[src/rtl/mcu_strip_scheduler.sv]
// Streams each finished 8-row strip out of the double-buffered EBR store in MCU order.
// A swap of the ingester's front buffer starts readout; a swap during readout aborts and restarts it.
module mcu_strip_scheduler #(
  parameter int NUM_EBR        = 5,
  parameter int EBR_SIZE       = 512,
  parameter int MCUS_PER_STRIP = 40
) (
  input  logic                        clock,
  input  logic                        nreset,
  input  logic                        i_strip_buffer_sel,
  output logic [2:0]                  o_rd_block_select,
  output logic                        o_rd_buffer_select,
  output logic [$clog2(EBR_SIZE)-1:0] o_rd_addr,
  output logic                        o_rd_en,
  input  logic [7:0]                  i_rd_data,
  output logic                        o_px_valid,
  input  logic                        i_px_ready,
  output logic [7:0]                  o_px_data,
  output logic                        o_px_mcu_first,
  output logic                        o_px_mcu_last,
  output logic [5:0]                  o_px_mcu_index,
  output logic                        o_strip_done,
  output logic                        o_overrun,
  output logic                        o_overrun_sticky,
  output logic                        o_busy
);

  localparam logic [2:0] BLK_LAST = 3'(NUM_EBR - 1);
  localparam logic [5:0] MCU_LAST = 6'(MCUS_PER_STRIP - 1);

  typedef enum logic [1:0] {S_IDLE, S_RUN, S_DRAIN} state_t;

  state_t      r_state;
  state_t      w_state_next;
  logic        r_sel_prev;
  logic        r_buffer;
  logic [5:0]  r_idx;
  logic [2:0]  r_blk;
  logic [2:0]  r_row;
  logic [5:0]  r_mcu;
  logic        r_inflight;
  logic [7:0]  r_if_tag;
  logic [15:0] r_fifo [0:1];
  logic        r_wptr;
  logic        r_rptr;
  logic [1:0]  r_count;
  logic        r_strip_done;
  logic        r_overrun;
  logic        r_overrun_sticky;

  logic        w_swap;
  logic        w_pop;
  logic        w_room;
  logic        w_issue;
  logic        w_last_issue;
  logic        w_final_pop;
  logic        w_overrun_det;
  logic [15:0] w_head;

  assign w_swap       = (i_strip_buffer_sel != r_sel_prev);
  assign w_head       = r_fifo[r_rptr];
  assign w_pop        = o_px_valid & i_px_ready;
  // Counting the slot freed by this cycle's pop is what keeps the pipe at one pixel per clock.
  assign w_room       = ({1'b0, r_count} + {2'b0, r_inflight}) < (3'd2 + {2'b0, w_pop});
  assign w_issue      = (r_state == S_RUN) && w_room;
  assign w_last_issue = w_issue && (r_mcu == MCU_LAST) && (r_idx == 6'd63);
  assign w_final_pop  = (r_state == S_DRAIN) && w_pop && (r_count == 2'd1) && !r_inflight;

  always_ff @(posedge clock) begin
    r_sel_prev <= i_strip_buffer_sel;
    if (nreset) begin
      r_state          <= S_IDLE;
      r_strip_done     <= 1'b0;
      r_overrun        <= 1'b0;
      r_overrun_sticky <= 1'b0;
    end else begin
      r_state      <= w_state_next;
      r_strip_done <= w_final_pop;
      r_overrun    <= w_overrun_det;
      if (w_overrun_det) r_overrun_sticky <= 1'b1;
    end
  end

  always_comb begin
    w_state_next = r_state;
    case (r_state)
      S_IDLE:  if (w_swap) w_state_next = S_RUN;
      S_RUN:   if (w_swap) w_state_next = S_RUN;
               else if (w_last_issue) w_state_next = S_DRAIN;
      S_DRAIN: if (w_swap) w_state_next = S_RUN;
               else if (w_final_pop) w_state_next = S_IDLE;
      default: w_state_next = S_IDLE;
    endcase
  end

  always_comb begin
    o_rd_en       = w_issue;
    o_busy        = (r_state != S_IDLE);
    // A swap landing on the final pop is a clean hand-off, not an overrun.
    w_overrun_det = w_swap && (r_state != S_IDLE) && !w_final_pop;
  end

  always_ff @(posedge clock) begin
    if (nreset || w_swap) begin
      r_idx <= 6'd0;
      r_blk <= 3'd0;
      r_row <= 3'd0;
      r_mcu <= 6'd0;
    end else if (w_issue) begin
      r_idx <= r_idx + 6'd1;
      if (r_idx == 6'd63) begin
        r_mcu <= r_mcu + 6'd1;
        if (r_blk == BLK_LAST) begin
          r_blk <= 3'd0;
          r_row <= r_row + 3'd1;
        end else begin
          r_blk <= r_blk + 3'd1;
        end
      end
    end
  end

  always_ff @(posedge clock) begin
    if (nreset) r_buffer <= 1'b0;
    else if (w_swap) r_buffer <= r_sel_prev;
  end

  always_ff @(posedge clock) begin
    if (nreset || w_swap) begin
      r_inflight <= 1'b0;
      r_if_tag   <= 8'd0;
      r_wptr     <= 1'b0;
      r_rptr     <= 1'b0;
      r_count    <= 2'd0;
    end else begin
      r_inflight <= w_issue;
      if (w_issue) r_if_tag <= {r_idx == 6'd0, r_idx == 6'd63, r_mcu};
      if (r_inflight) begin
        r_fifo[r_wptr] <= {i_rd_data, r_if_tag};
        r_wptr         <= ~r_wptr;
      end
      if (w_pop) r_rptr <= ~r_rptr;
      r_count <= r_count + {1'b0, r_inflight} - {1'b0, w_pop};
    end
  end

  assign o_rd_block_select  = r_blk;
  assign o_rd_addr          = {r_row, r_idx};
  assign o_rd_buffer_select = r_buffer;
  assign o_px_valid         = (r_count != 2'd0);
  assign o_px_data          = w_head[15:8];
  assign o_px_mcu_first     = w_head[7];
  assign o_px_mcu_last      = w_head[6];
  assign o_px_mcu_index     = w_head[5:0];
  assign o_strip_done       = r_strip_done;
  assign o_overrun          = r_overrun;
  assign o_overrun_sticky   = r_overrun_sticky;

endmodule

[config.mk]
export PLATFORM = sky130hd
export DESIGN_NAME = mcu_strip_scheduler
export DESIGN_NICKNAME = d
export VERILOG_FILES = /design/src/rtl/mcu_strip_scheduler.sv
export SDC_FILE = /design/constraint.sdc
export NUM_CORES = 1
export LEC_CHECK = 0
export BUFFER_PORTS_ARGS = -buffer_cell sky130_fd_sc_hd__buf_2
export CAP_MARGIN = 40
export CORE_MARGIN = 10
export CORE_UTILIZATION = 38
export CTS_CLUSTER_DIAMETER = 200
export DETAILED_ROUTE_END_ITERATION = 10
export GPL_TIMING_DRIVEN = 0
export SLEW_MARGIN = 25
export SYNTH_ARGS = -nofsm -noshare
export SYNTH_HDL_FRONTEND = slang
export SYNTH_SLANG_ARGS = --single-unit
[constraint.sdc]
create_clock -name clock -period 2.6 [get_ports clock]
set_clock_uncertainty 0.15 [all_clocks]
set_input_delay 0 -clock clock [delete_from_list [all_inputs] [get_ports clock]]
set_output_delay 0 -clock clock [all_outputs]
set_load 0.05 [all_outputs]
Yosys cells after proc, flatten, opt, wreduce, memory -nomap -nowiden
Memory sizes are Yosys's and may differ from the RTL's. A register that Yosys moved wholly into a read port is not among the register bits.
Cells that the tools add are included.
- flip-flop bits (word level): 38
- memory bits (writable): 32
- input port bits: 12
- logic and storage cells: 68
- memories kept: 1
- memories (memory ; words ; width ; read ports ; clocked after Yosys merged registers in ; wr ports ; RTL line ; RTL):
    r_fifo ; 2 ; 16 ; 1 ; 1 ; 1 ; 43 ; logic [15:0] r_fifo [0:1];
- add/subtract/negate cells: 8
- order comparisons: 1
- eq/ne operators: 10
- muxes and demuxes: 12
- bitwise gates (word level): 3
- reduce and logical (&&, ||, !) cells: 18
- operators by type and width (cell ; number):
    adder 6 x 1 -> 6 bit, second input constant ; 2
    == test 6 bit, second input constant ; 2
    two-way mux 2 bit ; 5
    logical AND 1 bit ; 8
    adder 3 x 1 -> 3 bit, second input constant ; 2
    zero test 6 bit ; 1
    != test 3 bit, second input constant ; 2
    case mux 2 bit (3 select lines) ; 1
    AND reduction 3 bit ; 2
    two-way mux 1 bit ; 5
    == test 2 x 1 -> 1 bit, second input constant ; 2
    nonzero test 2 bit ; 2
    adder 2 x 1 -> 3 bit ; 1
    adder 2 x 1 -> 3 bit, first input constant ; 1
    == test 3 bit, second input constant ; 1
    < comparator 3 bit ; 1
    two-way mux 3 bit ; 1
    adder 2 x 1 -> 2 bit ; 1
    == test 2 bit, second input constant ; 1
    zero test 1 bit ; 2
    zero test 2 bit ; 1
    != test 2 bit, second input constant ; 1
    NOT 1 bit ; 2
    AND reduction 2 bit ; 1
    other kinds (4) ; 4

Logic depth before layout (Yosys ltp)
- depth after elaboration: 10
- depth in mapped cells: 8
- mapped depth without buffers: 8

Least setup slack after synthesis
OpenSTA, ideal clock, no wires.
- kind: register -> register
- start: reg r_idx[0]
- end: reg r_blk[2], in the netlist o_rd_block_select[2]
- library setup time: 0.070 ns
- data arrival time: 1.922 ns
- path slack: 0.458 ns
- stages on the path, launching flop included: 7
- buffers on the path: 0
- cells stage by stage: dfxtp_1 ha_1 nand2_1 nor2_2 nand3_2 or3b_1 a21oi_1
- cells in the longest elaborated chain, start to end: 2
- RTL lines (item ; RTL line ; RTL):
    start, declared ; 37 ; logic [5:0] r_idx;
    start signal, assigned ; 110 ; r_idx <= r_idx + 6'd1;
    == test 6 bit ; 111 ; if (r_idx == 6'd63) begin
    AND reduction 2 bit (no source line) ; - ;
    end signal, assigned ; 117 ; r_blk <= r_blk + 3'd1;
    end, declared ; 38 ; logic [2:0] r_blk;
No other way between the ends.
A chain may end at the register's enable or synchronous reset.

Worst setup path after layout
- start: reg r_inflight
- end: out o_rd_en
- cells in the longest elaborated chain, start to end: 3
- RTL lines (item ; RTL line ; RTL):
    start, declared ; 41 ; logic r_inflight;
    start signal, assigned ; 136 ; r_inflight <= w_issue;
    adder 2 x 1 -> 3 bit ; 64 ; assign w_room = ({1'b0, r_count} + {2'b0, r_inflight}) < (3'd2 + {2'b0, w_pop});
    < comparator 3 bit ; 64 ;
    logical AND 1 bit ; 65 ; assign w_issue = (r_state == S_RUN) && w_room;
    end, declared ; 14 ; output logic o_rd_en,
No other way between the ends.

==> out/metrics.csv <==
stage,metric,value,unit
outcome,outcome,"finished, final reports clean",
floorplan,Die Span Y,106.3,um
final_layout,antenna cells,0,
synthesis,post-synth top area share,33.97,%
clocking,CTS Buffer Depth,2,
synthesis,Syn Inst Count,241,
timing,unrepaired setup endpoints after global routing,false,
final_layout,area growth from synthesis to layout,26.14,%
final_layout,fin nets,334,
route,vias,1892,
route,DRT iter0 DRCs,44,
pwr,Power Dens Cells,673.1,nW/um^2
placed_design,I/O Buffers,46,
route,Avg Vias per Cell,4.548,
clocking,Max H-tree Level,3,
route,First-pass DRT Iterations,4,
timing,worst relative slew slack,49.89,%
placed_design,GPL Wtd Cong,0.7965,
timing,Fin Setup TNS,0,ps
floorplan,Starting Density,39.00,%
clocking,CTS buffer count,9,
route,drc violations,0,
clocking,clk slew on worst S/H paths,80,ps
clocking,CTS sink count,71,
timing,Fmax,417.0,MHz
placed_design,Place WS,345.4,ps
floorplan,Die Wd,106.3,um
worst_setup_path,crit-path max FO,10,
worst_setup_path,Worst Path Required,2450,ps
clocking,clk root buf,clkbuf_8,
pwr,P_leak,0.001430,uW
timing,Slew Limit Fails,0,
clocking,post-CTS resize count,0,
worst_setup_path,CP Capture Type,output pin,
route,WL per Instance,12.83,um
timing,Final period util,92.22,%
synthesis,post-synth top area cell,edfxtp_1,
job,maxcap violations,0,
synthesis,post-synthesis sequential area ratio,61.57,%
global_routing,GRT Resource Usage Total,9.642,%
route,Total Wirelength,5.338,mm
final_layout,"commonest non-fill, non-tap cells in the layout","buf_2, dfxtp_1, edfxtp_1, nand2_1, nor2_1",
pwr,Max VDD drop,355.8,uV
synthesis,Yosys reg bits,71,
worst_setup_path,CP arrival,2250,ps
floorplan,IO Count,47,
worst_hold_path,worst hold path type,in2reg,
synthesis,Mean Syn Cell Area,11.74,sq um
synthesis,cell area after synthesis,2829,sq um
floorplan,row cnt,31,
synthesis,Synth area leaders,"edfxtp_1, dfxtp_1, mux2_2",
clocking,CTS tree,built,
clocking,"Clk Latency, worst-skew pair",340,ps
global_routing,first-pass GRT wire length,8.866,mm
timing,Final min period,2398,ps
timing,final hold vios,0,
synthesis,"Distinct cells, synth",38,
floorplan,Core Region,7253,sq um
global_routing,largest net degree at the start of global routing,17,
global_routing,number of global-route vias before repair,1902,
route,Routed Antenna Nets,0,
timing,setup ws final,202.2,ps
timing,Worst Max-Slew Pin Slew,751.6,ps
worst_setup_path,CP Launch Type,flop,
synthesis,Post-Syn Nets,263,
timing,setup violators final,0,
floorplan,Die Area,11300,sq um
placed_design,HPWL reported at the end of detailed placement,3.734,mm
worst_setup_path,Crit Path Class,reg2out,
synthesis,Yosys warning count,0,
global_routing,antenna violations before repair,0,
pwr,Final Power,2402,uW
global_routing,GR Overflow Total,0,
final_layout,"most common cell after layout, fill and taps aside",buf_2,
final_layout,share of cells above drive strength 1,28.39,%
synth_stat cells:
cell type   n
dfxtp_1    39
edfxtp_1   32
nand2_1    28
nor2_1     21
a21oi_1    16
mux2_2     16
inv_1      11
ha_1       10
xor2_1     10
nand3_1     7
clkbuf_1    6
o21ai_0     6
nand4_1     5
xnor2_1     4
and2_1      3
and3_1      3
or3_1       3
a2111oi_0   1
a21o_1      1
a221oi_1    1
and2b_2     1
buf_2       1
inv_2       1
mux2i_1     1
nand2_2     1
nand3_2     1
nand4b_1    1
nor2_2      1
nor3_1      1
nor3b_4     1
nor4_1      1
nor4bb_1    1
o211ai_1    1
o21ai_2     1
o21ai_4     1
or2_2       1
or3b_1      1
or4_1       1
final timing paths:
| path | from | end | slack, ps | cells past startpoint |
|---|---|---|---|---|
| max reg2reg | r_inflight$_SDFF_PP0_ | o_rd_block_select[2]$_SDFFE_PP0P_ | 330 | 7 |
| min reg2reg | r_if_tag[4]$_SDFFE_PP0N_ | r_fifo[0][4]$_DFFE_PP_ | 300 | 0 |
| min | i_strip_buffer_sel | r_sel_prev$_DFF_P_ | 180 | 2 |
| max | r_inflight$_SDFF_PP0_ | o_rd_en | 200 | 7 |
registers in the layout, summed over array words and instances, names as in the netlist, named ones only:
| register | flops |
|---|---|
| r_count | 2 |
| r_fifo | 32 |
| o_overrun_sticky | 1 |
| o_rd_buffer_select | 1 |
| r_row | 3 |
| r_sel_prev | 1 |
| r_inflight | 1 |
| r_if_tag | 8 |
| o_strip_done | 1 |
| r_mcu | 6 |
| r_wptr | 1 |
| r_idx | 6 |
| o_overrun | 1 |
| o_rd_block_select | 3 |
| r_rptr | 1 |
| r_state | 2 |
metrics by stage:
step                      cell area [sq um]  cells  hold WS (ps)  utilization [%]
final                                  3568    416         177.3            49.20
after global placement                 3183    386        -10.72            43.88
after CTS                              3550    414         169.0            48.94
after floorplan                        2829    241        -122.3                -
after detailed placement               3186    386        -4.026            43.92
after global routing                   3568    416         179.8            49.20
layer usage:
metal / global-route usage (%) / up-vias / wire [um]
li1: - / 984 / -
met1: 11.69 / 854 / 2581
met2: 14.40 / 44 / 2283
met3: 3.986 / 10 / 367
met4: 4.932 / 0 / 105
met5: 0 / - / 0
power breakdown:
group          switching, uW  internal (uW)
Sequential              9.37           1170
Clock                    417            641
Combinational            108           53.2
cell type report:
cell class                 count  area [sq um]
tap                           99         123.9
multi-input combinational    151          1017
clock inverter                 7         120.1
buffer                         7         27.53
inverter                      12         45.04
fill                         683          3685
timing repair buffer          60         369.1
clock buffer                   9         123.9
sequential                    71          1742
kinds of logic after synthesis:
family | share of synthesized area, %
compound gates | 5.927
xor+xnor | 4.334
fa+ha+maj | 4.423
buf+inv | 2.565
flops | 61.57
mux | 6.723
simple gates | 14.46
what timing repair did:
| item | 4_1_cts | 5_1_grt |
|---|---|---|
| hold endpoints to repair | 25 | 0 |
| hold buffers | 12 | 0 |
| setup endpoints to repair | 0 | 1 |
| setup buffers | 0 | 1 |
worst max-delay path: stages, from the launching register on:
cell and delay [ps]:
dfxtp_1 380, ha_1 220, ha_1 210, nor3b_4 310
nand2_2 140, inv_2 110, buf_2 220, buf_2 300
No activity file was read; power rests on OpenSTA's default activity.
